[config.mk]
export PLATFORM = sky130hd
export DESIGN_NAME = alu_issue_ctrl_flat
export DESIGN_NICKNAME = d
export VERILOG_FILES = /design/src/rtl/alu_issue_ctrl_pkg.sv /design/src/rtl/alu_issue_ctrl_if.sv /design/src/rtl/alu_issue_ctrl_rr_arbiter2.sv /design/src/rtl/alu_issue_ctrl.sv /design/src/flat_wrapper.sv
export SDC_FILE = /design/constraint.sdc
export NUM_CORES = 1
export LEC_CHECK = 0
export BUFFER_PORTS_ARGS = -buffer_cell sky130_fd_sc_hd__buf_4
export CAP_MARGIN = 20
export CORE_ASPECT_RATIO = 0.5
export CORE_MARGIN = 2
export CORE_UTILIZATION = 46
export DETAILED_ROUTE_END_ITERATION = 16
export GPL_ROUTABILITY_DRIVEN = 0
export PLACE_DENSITY = 0.77
export SLEW_MARGIN = 20
export SYNTH_ARGS = -nofsm -noshare
export SYNTH_HDL_FRONTEND = slang
export SYNTH_SLANG_ARGS = --single-unit
[constraint.sdc]
create_clock -name clk -period 2.2 [get_ports clk]
set_input_delay 0.11 -clock clk [delete_from_list [all_inputs] [get_ports clk]]
set_output_delay 0.11 -clock clk [all_outputs]
set_load 0.1 [all_outputs]
[src/rtl/alu_issue_ctrl_pkg.sv]
// Shared opcode encodings, controller state type and opcode legality check
// for the ALU issue controller.
package alu_pkg;

  localparam int CTRL_W = 4;

  localparam logic [CTRL_W-1:0] OP_ADD  = 4'd1;
  localparam logic [CTRL_W-1:0] OP_SUB  = 4'd2;
  localparam logic [CTRL_W-1:0] OP_AND  = 4'd3;
  localparam logic [CTRL_W-1:0] OP_SLL  = 4'd4;
  localparam logic [CTRL_W-1:0] OP_SRL  = 4'd5;
  localparam logic [CTRL_W-1:0] OP_AND2 = 4'd6;
  localparam logic [CTRL_W-1:0] OP_OR   = 4'd7;
  localparam logic [CTRL_W-1:0] OP_MUL  = 4'd8;
  localparam logic [CTRL_W-1:0] OP_LT   = 4'd9;
  localparam logic [CTRL_W-1:0] OP_GT   = 4'd10;
  localparam logic [CTRL_W-1:0] OP_EQ   = 4'd11;

  typedef enum logic [1:0] {
    IDLE  = 2'd0,
    ISSUE = 2'd1,
    WAIT  = 2'd2,
    RESP  = 2'd3
  } ctrl_state_t;

  function automatic logic is_legal_op(input logic [CTRL_W-1:0] op);
    logic legal;
    case (op)
      OP_ADD, OP_SUB, OP_AND, OP_SLL, OP_SRL, OP_AND2,
      OP_OR, OP_MUL, OP_LT, OP_GT, OP_EQ: legal = 1'b1;
      default:                             legal = 1'b0;
    endcase
    return legal;
  endfunction

endpackage

[src/rtl/alu_issue_ctrl_if.sv]
// Requester-facing request/response channels of the ALU issue controller.
// master = requester side, slave = controller side.
interface alu_issue_ctrl_if #(
  parameter int NREQ   = 2,
  parameter int OPND_W = 5,
  parameter int RES_W  = 32
);

  logic [NREQ-1:0]        req_valid;
  logic [NREQ-1:0]        req_ready;
  logic [NREQ*OPND_W-1:0] req_op_a;
  logic [NREQ*OPND_W-1:0] req_op_b;
  logic [NREQ*4-1:0]      req_ctrl;
  logic [NREQ-1:0]        resp_valid;
  logic [NREQ-1:0]        resp_ready;
  logic [RES_W-1:0]       resp_data;
  logic                   resp_err;

  modport master (
    output req_valid, req_op_a, req_op_b, req_ctrl, resp_ready,
    input  req_ready, resp_valid, resp_data, resp_err
  );

  modport slave (
    input  req_valid, req_op_a, req_op_b, req_ctrl, resp_ready,
    output req_ready, resp_valid, resp_data, resp_err
  );

endinterface

[src/rtl/alu_issue_ctrl_rr_arbiter2.sv]
// Two-way round-robin arbiter: combinational grant gated by en_i, last_grant
// register updated only on an accepted request. Requester 0 wins first after reset.
module rr_arbiter2 (
  input  logic       clk,
  input  logic       rst,
  input  logic       en_i,
  input  logic [1:0] valid_i,
  output logic [1:0] grant_o,
  output logic       hs_o,
  output logic       hs_idx_o
);

  logic       last_grant_q;
  logic       last_grant_d;
  logic [1:0] pick;

  always_comb begin
    pick = 2'b00;
    case (valid_i)
      2'b01:   pick = 2'b01;
      2'b10:   pick = 2'b10;
      2'b11:   pick = last_grant_q ? 2'b01 : 2'b10;
      default: pick = 2'b00;
    endcase
  end

  // Grant is only ever given to a valid requester, so any grant is a handshake.
  assign grant_o  = en_i ? pick : 2'b00;
  assign hs_o     = |grant_o;
  assign hs_idx_o = grant_o[1];

  always_comb begin
    last_grant_d = last_grant_q;
    if (hs_o) begin
      last_grant_d = hs_idx_o;
    end
  end

  always_ff @(posedge clk) begin
    if (rst) begin
      last_grant_q <= 1'b1;
    end else begin
      last_grant_q <= last_grant_d;
    end
  end

endmodule

[src/rtl/alu_issue_ctrl.sv]
// Shares one registered ALU between two requesters: round-robin accept, issue,
// wait one cycle for the ALU result, then hold the response until accepted.
module alu_issue_ctrl
  import alu_pkg::*;
#(
  parameter int OPND_W = 5,
  parameter int RES_W  = 32,
  parameter int NREQ   = 2
) (
  input  logic                clk,
  input  logic                rst,
  alu_issue_ctrl_if.slave     bus,
  output logic [OPND_W-1:0]   alu_operand_1,
  output logic [OPND_W-1:0]   alu_operand_2,
  output logic [CTRL_W-1:0]   alu_control,
  input  logic [RES_W-1:0]    alu_result,
  output logic                busy
);

  ctrl_state_t       state_q, state_d;
  logic              owner_q, owner_d;
  logic [OPND_W-1:0] op_a_q, op_a_d;
  logic [OPND_W-1:0] op_b_q, op_b_d;
  logic [CTRL_W-1:0] ctrl_q, ctrl_d;
  logic [RES_W-1:0]  resp_data_q, resp_data_d;
  logic              resp_err_q, resp_err_d;

  logic              arb_en;
  logic [1:0]        grant;
  logic              hs;
  logic              hs_idx;
  logic [OPND_W-1:0] sel_a;
  logic [OPND_W-1:0] sel_b;
  logic [CTRL_W-1:0] sel_ctrl;
  logic              sel_legal;
  logic [NREQ-1:0]   owner_onehot;

  // Requests are only accepted in IDLE and never while reset is asserted.
  assign arb_en = (state_q == IDLE) && !rst;

  rr_arbiter2 u_arb (
    .clk      (clk),
    .rst      (rst),
    .en_i     (arb_en),
    .valid_i  (bus.req_valid),
    .grant_o  (grant),
    .hs_o     (hs),
    .hs_idx_o (hs_idx)
  );

  assign sel_a     = hs_idx ? bus.req_op_a[2*OPND_W-1:OPND_W] : bus.req_op_a[OPND_W-1:0];
  assign sel_b     = hs_idx ? bus.req_op_b[2*OPND_W-1:OPND_W] : bus.req_op_b[OPND_W-1:0];
  assign sel_ctrl  = hs_idx ? bus.req_ctrl[2*CTRL_W-1:CTRL_W] : bus.req_ctrl[CTRL_W-1:0];
  assign sel_legal = is_legal_op(sel_ctrl);

  always_comb begin
    state_d     = state_q;
    owner_d     = owner_q;
    op_a_d      = op_a_q;
    op_b_d      = op_b_q;
    ctrl_d      = ctrl_q;
    resp_data_d = resp_data_q;
    resp_err_d  = resp_err_q;

    case (state_q)
      IDLE: begin
        if (hs) begin
          owner_d = hs_idx;
          if (sel_legal) begin
            state_d = ISSUE;
            op_a_d  = sel_a;
            op_b_d  = sel_b;
            ctrl_d  = sel_ctrl;
          end else begin
            // Illegal ops never reach the ALU; operands keep the last issued values.
            state_d     = RESP;
            resp_data_d = '0;
            resp_err_d  = 1'b1;
          end
        end
      end
      ISSUE: begin
        state_d = WAIT;
      end
      WAIT: begin
        state_d     = RESP;
        resp_data_d = alu_result;
        resp_err_d  = 1'b0;
      end
      RESP: begin
        if (bus.resp_ready[owner_q]) begin
          state_d = IDLE;
        end
      end
      default: begin
        state_d = IDLE;
      end
    endcase
  end

  always_ff @(posedge clk) begin
    if (rst) begin
      state_q     <= IDLE;
      owner_q     <= 1'b0;
      op_a_q      <= '0;
      op_b_q      <= '0;
      ctrl_q      <= '0;
      resp_data_q <= '0;
      resp_err_q  <= 1'b0;
    end else begin
      state_q     <= state_d;
      owner_q     <= owner_d;
      op_a_q      <= op_a_d;
      op_b_q      <= op_b_d;
      ctrl_q      <= ctrl_d;
      resp_data_q <= resp_data_d;
      resp_err_q  <= resp_err_d;
    end
  end

  always_comb begin
    owner_onehot          = '0;
    owner_onehot[owner_q] = 1'b1;
  end

  assign alu_operand_1  = op_a_q;
  assign alu_operand_2  = op_b_q;
  assign alu_control    = (state_q == ISSUE) ? ctrl_q : '0;

  assign bus.req_ready  = grant;
  assign bus.resp_valid = (state_q == RESP) ? owner_onehot : '0;
  assign bus.resp_data  = resp_data_q;
  assign bus.resp_err   = resp_err_q;
  assign busy           = (state_q != IDLE);

endmodule

[src/flat_wrapper.sv]
// flat-port wrapper written by rule: the top's interface ports become plain ports
module alu_issue_ctrl_flat import alu_pkg::*;
#(
  parameter int OPND_W = 5,
  parameter int RES_W  = 32,
  parameter int NREQ   = 2
)
  (clk, rst, alu_operand_1, alu_operand_2, alu_control, alu_result, busy, bus_req_valid, bus_req_op_a, bus_req_op_b, bus_req_ctrl, bus_resp_ready, bus_req_ready, bus_resp_valid, bus_resp_data, bus_resp_err);
  alu_issue_ctrl_if #(.NREQ(NREQ), .OPND_W(OPND_W), .RES_W(RES_W)) bus_i ();
  input  logic clk;
  input  logic rst;
  output logic [OPND_W-1:0] alu_operand_1;
  output logic [OPND_W-1:0] alu_operand_2;
  output logic [CTRL_W-1:0] alu_control;
  input  logic [RES_W-1:0] alu_result;
  output logic busy;
  input wire logic [$bits(bus_i.req_valid)-1:0] bus_req_valid;
  input wire logic [$bits(bus_i.req_op_a)-1:0] bus_req_op_a;
  input wire logic [$bits(bus_i.req_op_b)-1:0] bus_req_op_b;
  input wire logic [$bits(bus_i.req_ctrl)-1:0] bus_req_ctrl;
  input wire logic [$bits(bus_i.resp_ready)-1:0] bus_resp_ready;
  output wire logic [$bits(bus_i.req_ready)-1:0] bus_req_ready;
  output wire logic [$bits(bus_i.resp_valid)-1:0] bus_resp_valid;
  output wire logic [$bits(bus_i.resp_data)-1:0] bus_resp_data;
  output wire logic [$bits(bus_i.resp_err)-1:0] bus_resp_err;
  assign bus_i.req_valid = bus_req_valid;
  assign bus_i.req_op_a = bus_req_op_a;
  assign bus_i.req_op_b = bus_req_op_b;
  assign bus_i.req_ctrl = bus_req_ctrl;
  assign bus_i.resp_ready = bus_resp_ready;
  assign bus_req_ready = bus_i.req_ready;
  assign bus_resp_valid = bus_i.resp_valid;
  assign bus_resp_data = bus_i.resp_data;
  assign bus_resp_err = bus_i.resp_err;
  alu_issue_ctrl #(.OPND_W(OPND_W), .RES_W(RES_W), .NREQ(NREQ)) u_core (.clk(clk), .rst(rst), .bus(bus_i), .alu_operand_1(alu_operand_1), .alu_operand_2(alu_operand_2), .alu_control(alu_control), .alu_result(alu_result), .busy(busy));
endmodule
==> out/metrics.cfg <==
[status]
status=finished, final reports clean

[synth]
synth-seq-cells=51
yosys_warnings=0
syn-num-nets=332
synth-async-reset-ratio_pct=0
syn_area_sq_um=2370
ys.flop_type=dfxtp_1
ys_seq_area_share_pct=43.1
syn-instance-count=261
synth.distinct_cells=29
synth_edf_count=0
synth_area_per_cell_sq_um=9.07

[sta]
fin_crit_sh_pct=92.1
slew_headroom_pct=54.8
max_freq_mhz=494
finalCriticalPeriod_ns=2.03
drv_slew=0
finalSetupViolCount=0
rsz0062_at_grt=false
worstMarginPinSlew_ns=0.677
whs_ns=0.0235
hold_viol_final=0
tns_ns=0
fin_skew_ns=0.00734

[die]
die_area_sq_um=5770
num_rows=18
die_height_um=54.7
ios=118
core-area_sq_um=4930
die_w_um=105
initial_core_util_pct=48.0

[routing]
ant_nets=0
wl_per_cell_um=13.9
vias_per_cell=5.18
drc=0
firstDrtPassIters=4
vias=2288
drt-initial-drc-count=52
routed_wl_um=6160

[power]
vdd_drop_max_v=0.000590
power_leakage_nw=1.51
p_per_area_nw_per_um2=983

[critical_path]
worstSetupPathType=reg2reg
cpLargestDelayFamily=multiplexers
endpoint_kind=flip-flop
path_cells=inv_1 -> ha_1 -> nor2b_4 -> nand3_4 -> inv_2 -> mux2_4 -> o21ai_4 -> buf_6 -> mux2i_1
cp_max_fo=20
startpoint_type=flip-flop
slowest_stage=mux2_4
path_buf_inv=3
required_ns=2.45
arrival_ns=2.27
critical_path.max_stage_delay_ns=0.40

[clock_tree]
clkSinkCount=51
clock_path_buffers=2
cts-root-buf=clkbuf_8
cts_tree=yes
h-tree-depth=2
numCtsBuffers=5
cts_resized=0
clock_latency_ns=0.31
clkTransAtPathRegs_ns=0.10
post_cts_buffers=0
holdBufCountCts=0

[min_path]
hold_class=in2reg

[finish]
area_delta_synth_final_pct=43.9
mostFrequentLayoutCells=124 x buf_4, 51 x dfxtp_1, 34 x nand2b_1
final_common_cell=buf_4
nNetsFinal=442
drive_above_1_share_pct=38.7
antenna_cells=0

[placement]
place.detailed.hpwl_um=4450
io_buffers=117

[grt]
grt_usage_pct=20.6
overflow=0
antenna_found_initial=0
grt_max_degree=33
grt_pass1_wl_um=9440
grt_pass1_vias=2140

[flow_run]
cap_viol_max_count=0

==> flip-flops by register name, summed over array words and instances, names as in the netlist <==
| signal | cells |
|---|---|
| u_core.alu_operand_1 | 5 |
| u_core.ctrl_q | 4 |
| u_core.bus.resp_data | 32 |
| u_core.state_q | 2 |
| u_core.alu_operand_2 | 5 |
| u_core.bus.resp_err | 1 |
| u_core.u_arb.last_grant_q | 1 |
| u_core.owner_q | 1 |
==> path summary, 6_finish.rpt <==
path / start / cells past startpoint / slack [ns] / to
max: u_core.state_q[0] / 9 / 0.17 / u_core.bus.resp_err
min: alu_result[17] / 3 / 0.02 / u_core.bus.resp_data[17]
max reg2reg: u_core.state_q[0] / 9 / 0.17 / u_core.bus.resp_err
min reg2reg: u_core.bus.resp_data[4] / 2 / 0.47 / u_core.bus.resp_data[4]
==> cells in the mapped netlist (2+ instances only) <==
cell       n  share of area [%]
clkbuf_1  12                1.9
nand2b_1  34                9.0
nand4_1   32                8.5
a22oi_1    2               0.63
o21ai_0   23                4.9
o21ai_1   11                2.3
mux2i_1   18                7.6
and2_1     5                1.3
a21oi_1   18                3.8
dfxtp_1   51                 43
nor4_1     2               0.53
buf_4      2               0.63
buf_2      7                1.5
nor2_1     4               0.63
nand2_1    3               0.48
nor2b_1    2               0.53
inv_1      4               0.63
ha_1       5                2.6
a211oi_1  16                5.1
==> stage by stage <==
step	instances	cell area (sq um)	util [%]	power, mW	setup WS [ns]
2_1_floorplan	261	2370	-	2.39	0.0248
3_3_place_gp	434	3300	66.9	2.77	0.187
3_5_place_dp	434	3300	66.9	2.80	0.0553
4_1_cts	442	3390	68.8	3.35	0.0404
5_1_grt	442	3410	69.1	3.51	0.0348
6_report	442	3410	69.1	3.35	0.174
==> power by group <==
group / total [mW] / internal (mW) / switching, mW
sequential: 1.11 / 1.03 / 0.0737
clock: 0.560 / 0.228 / 0.332
combinational: 1.68 / 0.462 / 1.22
total: 3.35 / 1.72 / 1.63
==> cell type report <==
cell class	count	area, sq um
clock buffers	5	68.8
clock inverters	3	23.8
fillers	413	1530
inverters	5	22.5
multi-input cells	183	1240
flip-flops and latches	51	1020
well taps	70	87.6
repair buffers	125	942
==> layer usage <==
layer	GRT usage, %	share of wire, %	up-vias
met4	6.67	1.3	0
li1	-	-	1169
met5	0	0	-
met3	5.12	5.3	9
met1	24.7	46	1045
met2	37.6	47	65
==> cells by family (layout without fill, tap and decap cells) <==
kind of cell / Yosys count / count (layout) / synth area share [%]
AO/OA/AOI/OAI: 73 / 73 / 18.0
buffers and inverters: 27 / 138 / 5.28
adder cells (fa/ha/maj): 5 / 5 / 2.64
AND/OR/NAND/NOR: 86 / 86 / 22.7
flip-flops: 51 / 51 / 43.1
multiplexers: 19 / 19 / 8.24
==> tightest hold or removal path, delay by kind of cell <==
kind                   cells  cell delay (ns)
AOI/OAI and AO/OA          1             0.07
buffers and inverters      1             0.07
and+or+nand+nor            1             0.06
Power figures use the tool's default switching activity.
